<file path="src/rtl/imem_loader_if.sv">
// imem_loader_if: byte-stream and imem write bus of the instruction-memory
// loader.
//   byte_valid/byte_data/byte_ready : inbound boot-link byte stream (valid/ready)
//   imem_we/imem_waddr/imem_wdata   : one-cycle write pulses into instruction memory
// The master modport is the loader side; the slave modport is the link/memory side.
interface imem_loader_if;
  logic        byte_valid;
  logic [7:0]  byte_data;
  logic        byte_ready;
  logic        imem_we;
  logic [31:0] imem_waddr;
  logic [31:0] imem_wdata;

  modport master (
    input  byte_valid, byte_data,
    output byte_ready, imem_we, imem_waddr, imem_wdata
  );

  modport slave (
    output byte_valid, byte_data,
    input  byte_ready, imem_we, imem_waddr, imem_wdata
  );
endinterface

</file>
<file path="src/rtl/imem_loader.sv">
// imem_loader: receives a framed program image over a byte stream, assembles
// little-endian 32-bit words, writes each one to instruction memory with a
// single-cycle strobe, verifies the trailing XOR checksum and then raises
// loader_done to release instruction fetch.
//
// Frame: LEN_LO LEN_HI (word count N), N*4 data bytes, CSUM (XOR of all
// preceding frame bytes).
//
// Ports:
//   clk           clock
//   rst           asynchronous active-low reset
//   bus           imem_loader_if.master (byte stream in, imem write pulses out)
//   reload        one-cycle pulse: abort / re-arm for a new frame
//   loader_done   sticky: image written and checksum good
//   load_error    sticky: frame rejected
//   err_code      0 none, 1 checksum, 2 bad length, 3 timeout
//   words_written words written in the current frame
//
// Optional build macro IMEM_LOADER_TIMEOUT_EN adds a mid-frame idle timeout
// of TIMEOUT_CYCLES cycles (err_code 3). Without it the loader waits forever.
module imem_loader #(
  parameter logic [31:0] BASE_ADDR      = 32'h0000_0000,
  parameter int unsigned MAX_WORDS      = 256,
  parameter int unsigned TIMEOUT_CYCLES = 100000
) (
  input  logic                 clk,
  input  logic                 rst,
  imem_loader_if.master        bus,
  input  logic                 reload,
  output logic                 loader_done,
  output logic                 load_error,
  output logic [1:0]           err_code,
  output logic [15:0]          words_written
);

  typedef enum logic [2:0] {
    S_LEN_LO, S_LEN_HI, S_DATA, S_CSUM, S_DONE, S_ERR
  } state_t;

  localparam logic [16:0] MAX_WORDS_L = 17'(MAX_WORDS);

  state_t      state_q, state_d;
  logic [15:0] len_q, len_d;
  logic [1:0]  byte_cnt_q, byte_cnt_d;
  logic [23:0] word_q, word_d;       // first three bytes of the word in flight
  logic [15:0] index_q, index_d;     // doubles as words_written
  logic [7:0]  csum_q, csum_d;
  logic        we_q, we_d;
  logic [31:0] waddr_q, waddr_d;
  logic [31:0] wdata_q, wdata_d;
  logic        done_q, done_d;
  logic        err_q, err_d;
  logic [1:0]  err_code_q, err_code_d;

`ifdef IMEM_LOADER_TIMEOUT_EN
  localparam logic [31:0] TIMEOUT_LAST = 32'(TIMEOUT_CYCLES) - 32'd1;
  logic [31:0] idle_q, idle_d;
`endif

  logic        ready_state;
  logic        byte_ready;
  logic        accept;
  logic [15:0] len_full;

  assign ready_state = (state_q == S_LEN_LO) || (state_q == S_LEN_HI) ||
                       (state_q == S_DATA)   || (state_q == S_CSUM);
  // Gating with rst keeps ready low for the whole reset interval; gating with
  // reload guarantees a byte offered alongside reload is never consumed.
  assign byte_ready  = rst & ~reload & ready_state;
  assign accept      = bus.byte_valid & byte_ready;
  assign len_full    = {bus.byte_data, len_q[7:0]};

  always_comb begin
    state_d    = state_q;
    len_d      = len_q;
    byte_cnt_d = byte_cnt_q;
    word_d     = word_q;
    index_d    = index_q;
    csum_d     = csum_q;
    we_d       = 1'b0;
    waddr_d    = waddr_q;
    wdata_d    = wdata_q;
    done_d     = done_q;
    err_d      = err_q;
    err_code_d = err_code_q;
`ifdef IMEM_LOADER_TIMEOUT_EN
    idle_d     = idle_q;
`endif

    if (reload) begin
      // Partial word and any write that would have followed are dropped.
      state_d    = S_LEN_LO;
      byte_cnt_d = 2'd0;
      word_d     = 24'd0;
      index_d    = 16'd0;
      csum_d     = 8'd0;
      waddr_d    = BASE_ADDR;
      done_d     = 1'b0;
      err_d      = 1'b0;
      err_code_d = 2'd0;
`ifdef IMEM_LOADER_TIMEOUT_EN
      idle_d     = 32'd0;
`endif
    end else begin
      case (state_q)
        S_LEN_LO: if (accept) begin
          len_d[7:0] = bus.byte_data;
          csum_d     = csum_q ^ bus.byte_data;
          state_d    = S_LEN_HI;
        end
        S_LEN_HI: if (accept) begin
          len_d[15:8] = bus.byte_data;
          csum_d      = csum_q ^ bus.byte_data;
          byte_cnt_d  = 2'd0;
          if (len_full == 16'd0 || {1'b0, len_full} > MAX_WORDS_L) begin
            state_d    = S_ERR;
            err_d      = 1'b1;
            err_code_d = 2'd2;
          end else begin
            state_d = S_DATA;
          end
        end
        S_DATA: if (accept) begin
          csum_d     = csum_q ^ bus.byte_data;
          byte_cnt_d = byte_cnt_q + 2'd1;
          word_d     = {bus.byte_data, word_q[23:8]};
          if (byte_cnt_q == 2'd3) begin
            we_d    = 1'b1;
            wdata_d = {bus.byte_data, word_q};
            waddr_d = BASE_ADDR + {14'd0, index_q, 2'b00};
            index_d = index_q + 16'd1;
            if (index_q == len_q - 16'd1) state_d = S_CSUM;
          end
        end
        S_CSUM: if (accept) begin
          if (bus.byte_data == csum_q) begin
            state_d = S_DONE;
            done_d  = 1'b1;
          end else begin
            state_d    = S_ERR;
            err_d      = 1'b1;
            err_code_d = 2'd1;
          end
        end
        default: ;  // S_DONE / S_ERR hold until reload
      endcase

`ifdef IMEM_LOADER_TIMEOUT_EN
      // Only mid-frame states count idle cycles; waiting for LEN_LO is legal.
      if (state_q == S_LEN_HI || state_q == S_DATA || state_q == S_CSUM) begin
        if (accept) begin
          idle_d = 32'd0;
        end else if (idle_q >= TIMEOUT_LAST) begin
          idle_d     = 32'd0;
          state_d    = S_ERR;
          err_d      = 1'b1;
          err_code_d = 2'd3;
        end else begin
          idle_d = idle_q + 32'd1;
        end
      end else begin
        idle_d = 32'd0;
      end
`endif
    end
  end

  always_ff @(posedge clk or negedge rst) begin
    if (!rst) begin
      state_q    <= S_LEN_LO;
      len_q      <= 16'd0;
      byte_cnt_q <= 2'd0;
      word_q     <= 24'd0;
      index_q    <= 16'd0;
      csum_q     <= 8'd0;
      we_q       <= 1'b0;
      waddr_q    <= BASE_ADDR;
      wdata_q    <= 32'd0;
      done_q     <= 1'b0;
      err_q      <= 1'b0;
      err_code_q <= 2'd0;
`ifdef IMEM_LOADER_TIMEOUT_EN
      idle_q     <= 32'd0;
`endif
    end else begin
      state_q    <= state_d;
      len_q      <= len_d;
      byte_cnt_q <= byte_cnt_d;
      word_q     <= word_d;
      index_q    <= index_d;
      csum_q     <= csum_d;
      we_q       <= we_d;
      waddr_q    <= waddr_d;
      wdata_q    <= wdata_d;
      done_q     <= done_d;
      err_q      <= err_d;
      err_code_q <= err_code_d;
`ifdef IMEM_LOADER_TIMEOUT_EN
      idle_q     <= idle_d;
`endif
    end
  end

  assign bus.byte_ready = byte_ready;
  assign bus.imem_we    = we_q;
  assign bus.imem_waddr = waddr_q;
  assign bus.imem_wdata = wdata_q;
  assign loader_done    = done_q;
  assign load_error     = err_q;
  assign err_code       = err_code_q;
  assign words_written  = index_q;

endmodule

</file>
<file path="src/flat_wrapper.sv">
// flat-port wrapper written by rule: the top's interface ports become plain ports
module imem_loader_flat 
#(
  parameter logic [31:0] BASE_ADDR      = 32'h0000_0000,
  parameter int unsigned MAX_WORDS      = 256,
  parameter int unsigned TIMEOUT_CYCLES = 100000
)
  (clk, rst, reload, loader_done, load_error, err_code, words_written, bus_byte_valid, bus_byte_data, bus_byte_ready, bus_imem_we, bus_imem_waddr, bus_imem_wdata);
  imem_loader_if bus_i ();
  input  logic clk;
  input  logic rst;
  input  logic reload;
  output logic loader_done;
  output logic load_error;
  output logic [1:0] err_code;
  output logic [15:0] words_written;
  input wire logic [$bits(bus_i.byte_valid)-1:0] bus_byte_valid;
  input wire logic [$bits(bus_i.byte_data)-1:0] bus_byte_data;
  output wire logic [$bits(bus_i.byte_ready)-1:0] bus_byte_ready;
  output wire logic [$bits(bus_i.imem_we)-1:0] bus_imem_we;
  output wire logic [$bits(bus_i.imem_waddr)-1:0] bus_imem_waddr;
  output wire logic [$bits(bus_i.imem_wdata)-1:0] bus_imem_wdata;
  assign bus_i.byte_valid = bus_byte_valid;
  assign bus_i.byte_data = bus_byte_data;
  assign bus_byte_ready = bus_i.byte_ready;
  assign bus_imem_we = bus_i.imem_we;
  assign bus_imem_waddr = bus_i.imem_waddr;
  assign bus_imem_wdata = bus_i.imem_wdata;
  imem_loader #(.BASE_ADDR(BASE_ADDR), .MAX_WORDS(MAX_WORDS), .TIMEOUT_CYCLES(TIMEOUT_CYCLES)) u_core (.clk(clk), .rst(rst), .bus(bus_i), .reload(reload), .loader_done(loader_done), .load_error(load_error), .err_code(err_code), .words_written(words_written));
endmodule
</file>
<file path="config.mk">
export PLATFORM = sky130hd
export DESIGN_NAME = imem_loader_flat
export DESIGN_NICKNAME = d
export VERILOG_FILES = /design/src/rtl/imem_loader_if.sv /design/src/rtl/imem_loader.sv /design/src/flat_wrapper.sv
export SDC_FILE = /design/constraint.sdc
export NUM_CORES = 1
export LEC_CHECK = 0
export CORE_MARGIN = 5
export CORE_UTILIZATION = 48
export DETAILED_ROUTE_END_ITERATION = 10
export PLACE_DENSITY = 0.83
export SETUP_SLACK_MARGIN = 0.2
export SYNTH_ARGS = -nofsm -noshare
export SYNTH_HDL_FRONTEND = slang
export SYNTH_SLANG_ARGS = --single-unit
</file>
<file path="constraint.sdc">
create_clock -name clk -period 3.28 [get_ports clk]
set_input_delay 0.656 -clock clk [delete_from_list [all_inputs] [get_ports clk]]
set_output_delay 0.656 -clock clk [all_outputs]
set_load 0.005 [all_outputs]
</file>
==> out/results.ini <==
[timing]
slew_viol_final = 0
hold_violations = 0
rsz0062_at_grt = no
fin_setup_tns_ps = 0
worst_pin_slew_ps = 701
period_share_pct = 88.3
layout_min_cycle_time_ps = 2900
finClkSkew_ps = 6.40
worst_slack_ps = 384
slew_headroom_pct = 53.1
setup_violations = 0
clock.fmax_ghz = 0.345

[status]
status = complete, no violations

[clock_tree]
clock_latency_ps = 410
cts_hold_buffers = 0
htree_num_levels = 4
cts_root_buf = clkbuf_16
clkTransAtPathRegs_ps = 60
cts_tree = done
numCtsBuffers = 17
cts_buffer_depth = 2
clock_sinks = 122
post_cts_buffers = 0
cts_resized = 0

[critical_path]
cp.required_ps = 3560
path_cells = inv_1, ha_1, or3b_1, a21oi_1, o22ai_1, a2111oi_4, o2111ai_2, and3_1, or3_1
slowest_delay_ps = 500
slowest_stage = or3b_1
cp-end-kind = register
worstPathArrival_ps = 3180
r2r_slack_ps = 380
crit_type = register to register
path_max_fanout = 6
startpoint_type = register

[power_and_ir_drop]
sequentialPowerShare_pct = 42.4
p_leak_uw = 0.00331
intPower_uw = 2900
power_frac_comb_pct = 12.8
pwr-share-clk_pct = 44.8
p_sw_uw = 1110
pwr_density_cell_mw_per_mm2 = 543
sw_frac_of_total_pct = 27.7
ir_drop_mv = 0.369
total_power_uw = 4010

[finish]
nets = 730
fin_cells = 894
layout_common_cells = nand2_1, dfrtp_1, clkdlybuf4s50_1, a21oi_1, nor2_1
final_common_cell = nand2_1
diodes = 0
drive_gt1_share_pct = 10.1
area_delta_synth_final_pct = 24.2

[detailed_routing]
drt_iter0_markers = 603
wl_per_cell_um = 16.1
first_pass_iters = 5
routed_via_density = 5.41
drc_errors = 0
wl_um = 14400
antenna_left = 0
routed-via-count = 4835

[die]
io_pins = 98
die_w_um = 121
initial_utilization_pct = 49.3
core_area_mm2 = 0.0121
die_area_mm2 = 0.0147
fp-row-count = 40
die_h_um = 121

[global_routing]
track_usage_pct = 20.3
grt_pass1_wl_um = 23800
antenna_found_initial = 0
grt_max_degree = 71
grt-ovfl-total = 0
grt_pass1_vias = 4666

[placement]
portBuffers = 81
dpl.hpwl_um = 9730
dp.cells = 863
place_congestion = 0.897
place_ws_ps = 321

[flow_run]
cap_violations = 0

[logic_synthesis]
ys_seq_area_share_pct = 51.3
synth_seq_cells = 122
ys_types = 59
synth_edf_count = 0
postSynthCellCount = 639
synth_area_mm2 = 0.00595
ys.flop_type = dfrtp_1
ys_warn_count = 0
avgSynthCellArea_um2 = 9.31
async_reset_ff_share_pct = 100

[min_path]
holdCritPathClass = primary input to async pin

[per-stage QoR]
stage	hold slack [ps]	instance area, um^2	util, %
global route	342	7380	61.2
CTS	305	7380	61.2
global placement	456	6820	56.5
finish	296	7380	61.2
detailed placement	461	6820	56.5
floorplan	360	6000	-
[Yosys cell counts (2+ instances only)]
master / instances / area, um^2
or3_1: 3 / 18.8
nand3_1: 9 / 45.0
nand4_1: 6 / 37.5
nor4b_1: 2 / 17.5
buf_4: 16 / 120
xor2_1: 29 / 254
a31oi_1: 2 / 12.5
or4_1: 3 / 22.5
o22ai_1: 2 / 12.5
mux2i_1: 3 / 30.0
dfrtp_1: 122 / 3050
ha_1: 4 / 50.1
nor2b_1: 3 / 18.8
o2bb2ai_1: 2 / 17.5
clkbuf_1: 30 / 113
nor3_1: 9 / 45.0
xnor2_1: 13 / 114
mux2_2: 15 / 169
nand3b_1: 5 / 37.5
a32o_1: 2 / 20.0
and2_1: 4 / 25.0
clkbuf_8: 2 / 27.5
buf_6: 2 / 22.5
nor2_1: 32 / 120
nor4_1: 5 / 31.3
inv_1: 4 / 15.0
a21oi_1: 35 / 175
or2_2: 2 / 12.5
and3_1: 9 / 56.3
nand2_1: 188 / 706
o21ai_0: 28 / 140
or2b_2: 2 / 17.5
nand2b_1: 20 / 125
[registers in the layout, indices dropped and copies added (netlist names)]
signal,cells
u_core.word_q,24
u_core.words_written,16
u_core.state_q,3
u_core.err_code,2
u_core.load_error,1
u_core.byte_cnt_q,2
u_core.bus.imem_wdata,32
u_core.loader_done,1
u_core.len_q,16
u_core.bus.imem_waddr,16
u_core.csum_q,8
u_core.bus.imem_we,1
[layout make-up]
cell class / instances / area (um^2)
fillers: 955 / 4680
flip-flops and latches: 122 / 3050
multi-input cells: 475 / 2640
repair buffers: 93 / 893
clock buffers: 19 / 453
well taps: 168 / 210
clock inverters: 12 / 115
inverters: 5 / 18.8
[kinds of logic after synthesis]
group / after synthesis / share of synthesized area (%)
AND/OR/NAND/NOR: 313 / 24.3
flip-flops: 122 / 51.3
AO/OA/AOI/OAI: 80 / 8.08
buffers and inverters: 57 / 5.22
XOR/XNOR: 43 / 6.63
multiplexers: 19 / 3.53
adder cells (fa/ha/maj): 4 / 0.842
other: 1 / 0.0631
[critical path: cells and delay by family (launching register included)]
family | cells | cell delay (ps)
DFF | 1 | 420
and+or+nand+nor | 3 | 1120
buffers and inverters | 1 | 120
adders and majority gates | 1 | 240
AOI/OAI and AO/OA | 4 | 870
[routing by layer]
layer,global-route usage [%],up-vias,wire [um]
met4,6.86,0,278
met5,0,-,0
li1,-,2230,-
met1,26.2,2363,5810
met3,4.29,29,922
met2,33.8,213,7380
[final timing paths]
path / cells after the start / start / endpoint
setup / recovery: 9 / u_core.len_q[0]$_DFFE_PN0P_ / u_core.state_q[1]$_DFFE_PN0P_
hold / removal: 2 / rst / u_core.words_written[2]$_DFFE_PN0P_
setup reg to reg: 9 / u_core.len_q[0]$_DFFE_PN0P_ / u_core.state_q[1]$_DFFE_PN0P_
hold reg to reg: 2 / u_core.word_q[6]$_DFFE_PN0P_ / u_core.bus.imem_wdata[6]$_DFFE_PN0P_
max in group asynchronous: 2 / rst / u_core.loader_done$_DFFE_PN0P_
min in group clk: 2 / u_core.word_q[6]$_DFFE_PN0P_ / u_core.bus.imem_wdata[6]$_DFFE_PN0P_
[power groups by stage]
stage / sequential [uW] / clock (uW) / combinational (uW)
detailed placement: 1720 / 0 / 501
CTS: 1690 / 1810 / 511
finish: 1700 / 1800 / 514
global placement: 1710 / 0 / 469
floorplan: 1670 / 0 / 417
global route: 1710 / 1890 / 559
No activity file was read; power rests on OpenSTA's default activity.
